## src/rtl/mem_bus_arbiter_pkg.sv

```systemverilog
// Shared definitions for the memory bus arbiter: bus width defaults,
// FSM state encodings and master index constants.
package cpu_defs;
  localparam int AW_DEF = 13;
  localparam int DW_DEF = 8;

  localparam int M_CPU = 0;
  localparam int M_LDR = 1;

  typedef enum logic {
    ARB_IDLE   = 1'b0,
    ARB_ACCESS = 1'b1
  } arb_state_e;
endpackage

```

## src/rtl/rr_pick2.sv

```systemverilog
// Combinational two-way round-robin pick: a lone eligible master wins,
// a tie goes to the master that did not win last time.
module rr_pick2 (
  input  logic [1:0] elig,
  input  logic       last,
  output logic       w,
  output logic       any
);
  always_comb begin
    any = |elig;
    if (elig == 2'b11) w = ~last;
    else               w = elig[1];
  end
endmodule

```

## src/rtl/mem_bus_arbiter.sv

```systemverilog
// Two-master arbiter for a shared memory bus; each granted access holds the
// memory strobe for MEM_LAT cycles, then pulses done to its owner.
module mem_bus_arbiter
  import cpu_defs::*;
#(
  parameter int AW      = AW_DEF,
  parameter int DW      = DW_DEF,
  parameter int MEM_LAT = 2
) (
  input  logic          clk,
  input  logic          rst,
  input  logic          halt,
  input  logic [1:0]    req,
  input  logic [1:0]    we,
  input  logic [AW-1:0] addr0,
  input  logic [AW-1:0] addr1,
  input  logic [DW-1:0] wdata0,
  input  logic [DW-1:0] wdata1,
  output logic [1:0]    gnt,
  output logic [1:0]    done,
  output logic [DW-1:0] rdata,
  output logic          mem_rd,
  output logic          mem_wr,
  output logic [AW-1:0] mem_addr,
  output logic [DW-1:0] mem_wdata,
  input  logic [DW-1:0] mem_rdata
);
  localparam logic [3:0] CNT_LOAD = 4'(MEM_LAT - 1);

  arb_state_e    state_q, state_d;
  logic [1:0]    gnt_q, gnt_d;
  logic [1:0]    done_q, done_d;
  logic [DW-1:0] rdata_q, rdata_d;
  logic          mem_rd_q, mem_rd_d;
  logic          mem_wr_q, mem_wr_d;
  logic [AW-1:0] mem_addr_q, mem_addr_d;
  logic [DW-1:0] mem_wdata_q, mem_wdata_d;
  logic [3:0]    cnt_q, cnt_d;
  logic          last_q, last_d;

  logic [1:0] elig;
  logic       win;
  logic       any_elig;
  logic       win_ldr;

  // A master that is seeing its done pulse is not regranted in that cycle.
  assign elig[M_CPU] = req[M_CPU] & ~halt & ~done_q[M_CPU];
  assign elig[M_LDR] = req[M_LDR] & ~done_q[M_LDR];
  assign win_ldr     = (win == 1'(M_LDR));

  rr_pick2 u_pick (
    .elig (elig),
    .last (last_q),
    .w    (win),
    .any  (any_elig)
  );

  always_ff @(posedge clk) begin
    if (!rst) begin
      state_q     <= ARB_IDLE;
      gnt_q       <= '0;
      done_q      <= '0;
      rdata_q     <= '0;
      mem_rd_q    <= 1'b0;
      mem_wr_q    <= 1'b0;
      mem_addr_q  <= '0;
      mem_wdata_q <= '0;
      cnt_q       <= '0;
      last_q      <= 1'b1;
    end else begin
      state_q     <= state_d;
      gnt_q       <= gnt_d;
      done_q      <= done_d;
      rdata_q     <= rdata_d;
      mem_rd_q    <= mem_rd_d;
      mem_wr_q    <= mem_wr_d;
      mem_addr_q  <= mem_addr_d;
      mem_wdata_q <= mem_wdata_d;
      cnt_q       <= cnt_d;
      last_q      <= last_d;
    end
  end

  always_comb begin
    state_d = state_q;
    case (state_q)
      ARB_IDLE:   if (any_elig) state_d = ARB_ACCESS;
      ARB_ACCESS: if (cnt_q == 4'd0) state_d = ARB_IDLE;
      default:    state_d = ARB_IDLE;
    endcase
  end

  always_comb begin
    gnt_d       = gnt_q;
    done_d      = 2'b00;
    rdata_d     = rdata_q;
    mem_rd_d    = mem_rd_q;
    mem_wr_d    = mem_wr_q;
    mem_addr_d  = mem_addr_q;
    mem_wdata_d = mem_wdata_q;
    cnt_d       = cnt_q;
    last_d      = last_q;
    case (state_q)
      ARB_IDLE: begin
        gnt_d    = 2'b00;
        mem_rd_d = 1'b0;
        mem_wr_d = 1'b0;
        if (any_elig) begin
          gnt_d[win]  = 1'b1;
          last_d      = win;
          cnt_d       = CNT_LOAD;
          mem_addr_d  = win_ldr ? addr1 : addr0;
          mem_wdata_d = win_ldr ? wdata1 : wdata0;
          mem_wr_d    = we[win];
          mem_rd_d    = ~we[win];
        end
      end
      ARB_ACCESS: begin
        if (cnt_q != 4'd0) begin
          cnt_d = cnt_q - 4'd1;
        end else begin
          if (mem_rd_q) rdata_d = mem_rdata;
          mem_rd_d = 1'b0;
          mem_wr_d = 1'b0;
          gnt_d    = 2'b00;
          done_d   = gnt_q;
        end
      end
      default: ;
    endcase
  end

  assign gnt       = gnt_q;
  assign done      = done_q;
  assign rdata     = rdata_q;
  assign mem_rd    = mem_rd_q;
  assign mem_wr    = mem_wr_q;
  assign mem_addr  = mem_addr_q;
  assign mem_wdata = mem_wdata_q;
endmodule

```

## config.mk

```make
export PLATFORM = sky130hd
export DESIGN_NAME = mem_bus_arbiter
export DESIGN_NICKNAME = d
export VERILOG_FILES = /design/src/rtl/mem_bus_arbiter_pkg.sv /design/src/rtl/rr_pick2.sv /design/src/rtl/mem_bus_arbiter.sv
export SDC_FILE = /design/constraint.sdc
export NUM_CORES = 1
export LEC_CHECK = 0
export BUFFER_PORTS_ARGS = -buffer_cell sky130_fd_sc_hd__buf_2
export CORE_MARGIN = 4
export CORE_UTILIZATION = 44
export CTS_CLUSTER_SIZE = 16
export DETAILED_ROUTE_END_ITERATION = 12
export PLACE_DENSITY = 0.9
export SLEW_MARGIN = 25
export SYNTH_ARGS = -nofsm -noshare
export SYNTH_HDL_FRONTEND = slang
export SYNTH_SLANG_ARGS = --single-unit
```

## constraint.sdc

```tcl
create_clock -name clk -period 2.53 [get_ports clk]
set_clock_uncertainty 0.15 [all_clocks]
set_input_delay 0.506 -clock clk [delete_from_list [all_inputs] [get_ports clk]]
set_output_delay 0.506 -clock clk [all_outputs]
set_load 0.02 [all_outputs]
```

* Word level (Yosys, flattened, before mapping) *
Index checks and enable logic that the tools add are counted.

storage, ports and cells
  bits of input ports = 57
  word-level logic and storage cells = 57
  register bits after elaboration = 41
  output and inout port bits = 35

operators by class
  add/subtract/negate cells = 1
  muxes and demuxes = 21
  reduce and logical (&&, ||, !) cells = 8
  equality and inequality tests = 4
  magnitude comparators = 2
  bitwise operators = 11

operators with widths
  operator                                                     count
  2-to-1 mux 13 bit                                            1
  2-to-1 mux 1 bit                                             9
  2-to-1 mux 4 bit                                             2
  2-to-1 mux 8 bit                                             1
  inverter 1 bit                                               8
  one-hot mux 4 bit (2 select lines)                           1
  one-hot mux 1 bit (2 select lines)                           3
  logical NOT 4 bit                                            1
  2-to-1 mux 2 bit                                             2
  inequality test 2 bit (second input constant)                2
  one-hot mux 2 bit (2 select lines)                           1
  AND reduction 2 bit                                          2
  nonzero test 4 bit                                           1
  subtractor 4 x 1 -> 4 bit (second input constant)            1
  bitwise AND 1 bit                                            3
  AND reduction 3 bit                                          1
  OR reduction 3 bit                                           1
  == test 2 bit (second input constant)                        1
  less-than comparator 1 x 2 -> 1 bit (second input constant)  1
  inequality test 2 x 1 -> 1 bit (second input constant)       1
  OR reduction 2 bit                                           1
  demux 1 bit (select 1 bit)                                   1
  greater-or-equal comparator 1 bit (second input constant)    1
  logical AND 1 bit                                            1

* Depth between registers and ports, before layout *
  word-level depth = 11
  mapped depth = 8
  gate-level depth less buffers = 6

* Cells and area by module *
Synthesis repeated with hierarchy kept, for this count alone.

unflattened totals
  cell total of the unflattened synthesis = 188
  area, all modules = 1850.5 um2

by module, submodules not included
  module           sequential area each (um2)  area an instance (um2)  cells each  instances
  mem_bus_arbiter  820.8                       1836.8                  186         1
  rr_pick2         0.0                         13.8                    2           1

* Worst setup path before layout *
No wires, ideal clock.

  path kind = reg-to-reg
  from = register cnt_q[0]
  to = register cnt_q[1]
  setup time = 0.115 ns
  data arrival time = 1.538 ns
  slack = 0.728 ns
  clock period less this slack = 1.802 ns
  buffers on the path = 2
  cell stages (with the launch flop) = 9
  required time = 2.265 ns
  cell sequence = dfxtp_1 > inv_1 > ha_1 > or3b_1 > buf_2 > and2_4 > buf_6 > nor2b_4 > o21a_1

on the way
  longest elaborated chain between the ends = 3
  elaborated cells on any way between the ends = 6
  classes of those cells = 1 x add/sub; 1 x eq/ne; 2 x mux; 2 x reduce/logical

RTL lines
  item                                                                       line                                            source
  start, declared                                                            mem_bus_arbiter.sv:38                           logic [3:0] cnt_q, cnt_d;
  start signal, assigned                                                     mem_bus_arbiter.sv:79                           cnt_q <= cnt_d;
  subtractor 4 x 1 -> 4 bit or nonzero test 4 bit (tied branches)            mem_bus_arbiter.sv:120, mem_bus_arbiter.sv:119
  2-to-1 mux 4 bit or inequality test 2 x 1 -> 1 bit (tied branches)         --
  one-hot mux 4 bit (2 select lines) or AND reduction 2 bit (tied branches)  --

Parallel ways exist; a longest one is shown, timed or not. The select of a mux whose other input is x is not followed.
A chain may end at the register's enable or synchronous reset.

* Worst setup path in the final report *
  from = register cnt_q[0]
  to = register rdata_q[7], in the netlist rdata[7]

on the way
  longest elaborated chain between the ends = 3

RTL lines
  item                           line                    source
  nonzero test 4 bit             mem_bus_arbiter.sv:119  if (cnt_q != 4'd0) begin
  inverter 1 bit (no line)       --
  AND reduction 3 bit (no line)  --
  end signal, assigned           mem_bus_arbiter.sv:74   rdata_q <= rdata_d;
  end, declared                  mem_bus_arbiter.sv:33   logic [DW-1:0] rdata_q, rdata_d;

Every way passes these cells.

==> impl_metrics.py <==
metrics = {
    "detailed_routing": {
        "viasPerCell": 5.19,
        "first_iter_violations": 110,
        "wl_met2_mm": 2.24,
        "routed_wl_mm": 4.44,
        "first_pass_iters": 4,
        "drc_errors": 0,
        "met1_length_mm": 1.84,
        "avgRoutedWirePerCell_um": 13.3,
        "top_layer": "met4",
        "num_vias": 1738,
        "dr_wl_met3_um": 275,
        "ant_nets": 0,
    },
    "setup_path": {
        "critical_path_buf_inv_count": 1,
        "cp_max_fo": 8,
        "path_cells": "inv_1, ha_1, nor3b_1, and3_1, mux2i_1, nor2_1",
        "rrSetupSlack_ns": 0.53,
        "critPathArrivalTime_ns": 2.02,
        "crit_family": "simple AND/OR/NAND/NOR gates",
        "cp_slowest_stage_delay_ns": 0.51,
        "cp_slowest_cell": "and3_1",
        "cp-end-kind": "flop",
        "crit_required_ns": 2.55,
        "path_class": "reg2reg",
        "cp-start-kind": "flop",
    },
    "sta": {
        "tightest_slew_ns": 0.480,
        "layout_setup_ws_ns": 0.532,
        "setup_viol": 0,
        "fin_crit_ns": 2.00,
        "maxSlewHeadroom_pct": 68.0,
        "setup_tns_ns": 0,
        "grt_setup_unrepaired": "false",
        "slew_violations": 0,
        "fmax_ghz": 0.500,
        "hold_viol": 0,
        "fin_crit_sh_pct": 79.0,
    },
    "clocking": {
        "clk_pin_slew_ns": 0.08,
        "h-tree-depth": 2,
        "clk_path_buf_depth": 2,
        "cts_resized": 0,
        "numCtsBuffers": 5,
        "cts_hold_buffers": 0,
        "cts_setup_buffers": 0,
        "cts-root-buf": "clkbuf_8",
        "cts_sinks": 41,
        "insertion_delay_ns": 0.29,
        "tritoncts": "built",
    },
    "yosys": {
        "synth_ff_type": "dfxtp_1",
        "yosysSeqAreaShare_pct": 47.9,
        "synth-compound-area-share_pct": 18.0,
        "synthAdderAreaFrac_pct": 0.730,
        "synth-simple-area-share_pct": 20.8,
        "synth_warnings": 0,
        "synth_top_family_by_area": "simple AND/OR/NAND/NOR gates",
        "ys_async_sr_fraction_pct": 0,
        "syn_nets": 260,
        "synthesis.area_sq_um": 1710,
        "synth_edf_count": 0,
        "netlist_instances": 202,
        "syn_area_per_cell_sq_um": 8.48,
        "yosys.area_share.xor_xnor_pct": 1.02,
        "synthMuxAreaShare_pct": 5.92,
        "synth-seq-cells": 41,
        "synthDistinctLibCells": 33,
    },
    "status": {
        "status": "complete, no violations",
    },
    "run": {
        "drv_cap": 0,
    },
    "place": {
        "dp_hpwl_mm": 3.18,
        "io_buffers": 91,
        "pre_cts_ws_ns": 0.536,
        "gp_congestion": 0.808,
    },
    "final_layout": {
        "drive_above_1_share_pct": 38.0,
        "final_common_cell": "buf_2",
        "area_growth_pct": 32.7,
        "n_antenna_cell": 0,
        "most-common-layout-cells": "91 x buf_2, 44 x nand2_1, 41 x dfxtp_1, 21 x o21ai_0, 21 x a31oi_1",
        "post-route-util_pct": 61.1,
        "nets": 344,
        "fillers": 358,
    },
    "global_routing": {
        "globalRouteOverflowTotal": 0,
        "grt_pass1_vias": 1642,
        "antenna_found_initial": 0,
        "track_usage_pct": 17.3,
        "grt_max_degree": 52,
        "grt_pass1_wl_mm": 7.03,
    },
    "floorplan": {
        "core_sq_um": 3720,
        "start_util_pct": 46.1,
        "chipHeight_um": 70.4,
        "ios": 92,
        "fp.dieW_um": 70.4,
        "die-area_sq_um": 4960,
        "rows": 22,
    },
    "pwr": {
        "p_per_area_nw_per_um2": 639,
        "vdd_drop_max_v": 0.000373,
        "p_leak_nw": 1.09,
    },
    "min_path": {
        "worstHoldPathType": "in2reg",
    },
}
[cells by family (layout without fill, tap and decap cells)]
family,count (synthesis),in the layout
AND/OR/NAND/NOR,77,77
AO/OA/AOI/OAI,51,51
buffers and inverters,20,105
flip-flops,41,41
adder cells (fa/ha/maj),1,1
XOR/XNOR,2,2
multiplexers,10,10
[worst reg2reg max path, stage by stage, from the launching register on]
cell and delay (ns):
dfxtp_1 0.35, inv_1 0.07, ha_1 0.17, nor3b_1 0.30, and3_1 0.52, mux2i_1 0.27, nor2_1 0.06
[final timing paths]
check / start / endpoint / cells past startpoint
worst max register to register: cnt_q[0] / rdata[7] / 6
worst min register to register: gnt[1] / done[1] / 2
worst max-delay path: cnt_q[0] / rdata[7] / 6
worst min-delay path: mem_rdata[0] / rdata[0] / 3
[cell type report]
cell class	instances	area (sq um)	share of cell area [%]
Sequential cell	41	821	36.1
Multi-Input combinational cell	141	807	35.5
Timing Repair Buffer	94	490	21.6
Clock buffer	6	72.6	3.19
Tap cell	48	60.1	2.64
Inverter	3	11.3	0.496
Clock inverter	2	10.0	0.441
[synthesized netlist by cell type, types with 2 or more instances]
| master | number | area, sq um |
|---|---|---|
| xor2_1 | 2 | 17.5 |
| nand2_1 | 44 | 165 |
| and3_1 | 2 | 12.5 |
| nand3_1 | 3 | 15.0 |
| inv_1 | 3 | 11.3 |
| nor3_2 | 2 | 20.0 |
| buf_2 | 5 | 25.0 |
| nor2_1 | 15 | 56.3 |
| buf_4 | 2 | 15.0 |
| mux2i_1 | 9 | 90.1 |
| nor3b_1 | 2 | 15.0 |
| clkbuf_1 | 9 | 33.8 |
| nand2b_1 | 2 | 12.5 |
| dfxtp_1 | 41 | 821 |
| a31oi_1 | 21 | 131 |
| a22oi_1 | 2 | 15.0 |
| o21ai_0 | 21 | 105 |
| or3b_1 | 2 | 17.5 |
[routing by layer]
| metal | up-vias | track usage (%) |
|---|---|---|
| li1 | 860 | - |
| met1 | 818 | 19.5 |
| met2 | 52 | 30.0 |
| met3 | 8 | 4.75 |
| met4 | 0 | 8.09 |
| met5 | - | 0 |
[power by group]
| group | total [mW] | internal (mW) | switching, mW | leakage (nW) |
|---|---|---|---|---|
| Clock | 0.398 | 0.191 | 0.207 | 0.0450 |
| Combinational | 0.325 | 0.132 | 0.194 | 0.708 |
| Sequential | 0.729 | 0.697 | 0.0320 | 0.337 |
| Total | 1.45 | 1.02 | 0.432 | 1.09 |
[metrics by stage]
step,instance area [sq um],power [mW],hold slack [ns],cells
global placement,2190,1.06,0.301,327
global route,2270,1.53,0.306,335
finish,2270,1.45,0.304,335
CTS,2270,1.46,0.300,335
detailed placement,2190,1.07,0.305,327
floorplan,1710,0.951,0.315,202
[sequential cells by signal (all words and copies together), names as in the netlist]
| name | count |
|---|---|
| gnt | 2 |
| done | 2 |
| mem_wr | 1 |
| mem_addr | 13 |
| last_q | 1 |
| mem_wdata | 8 |
| rdata | 8 |
| mem_rd | 1 |
| state_q | 1 |
| cnt_q | 4 |
Note: power is estimated with default switching activity, not from simulation.
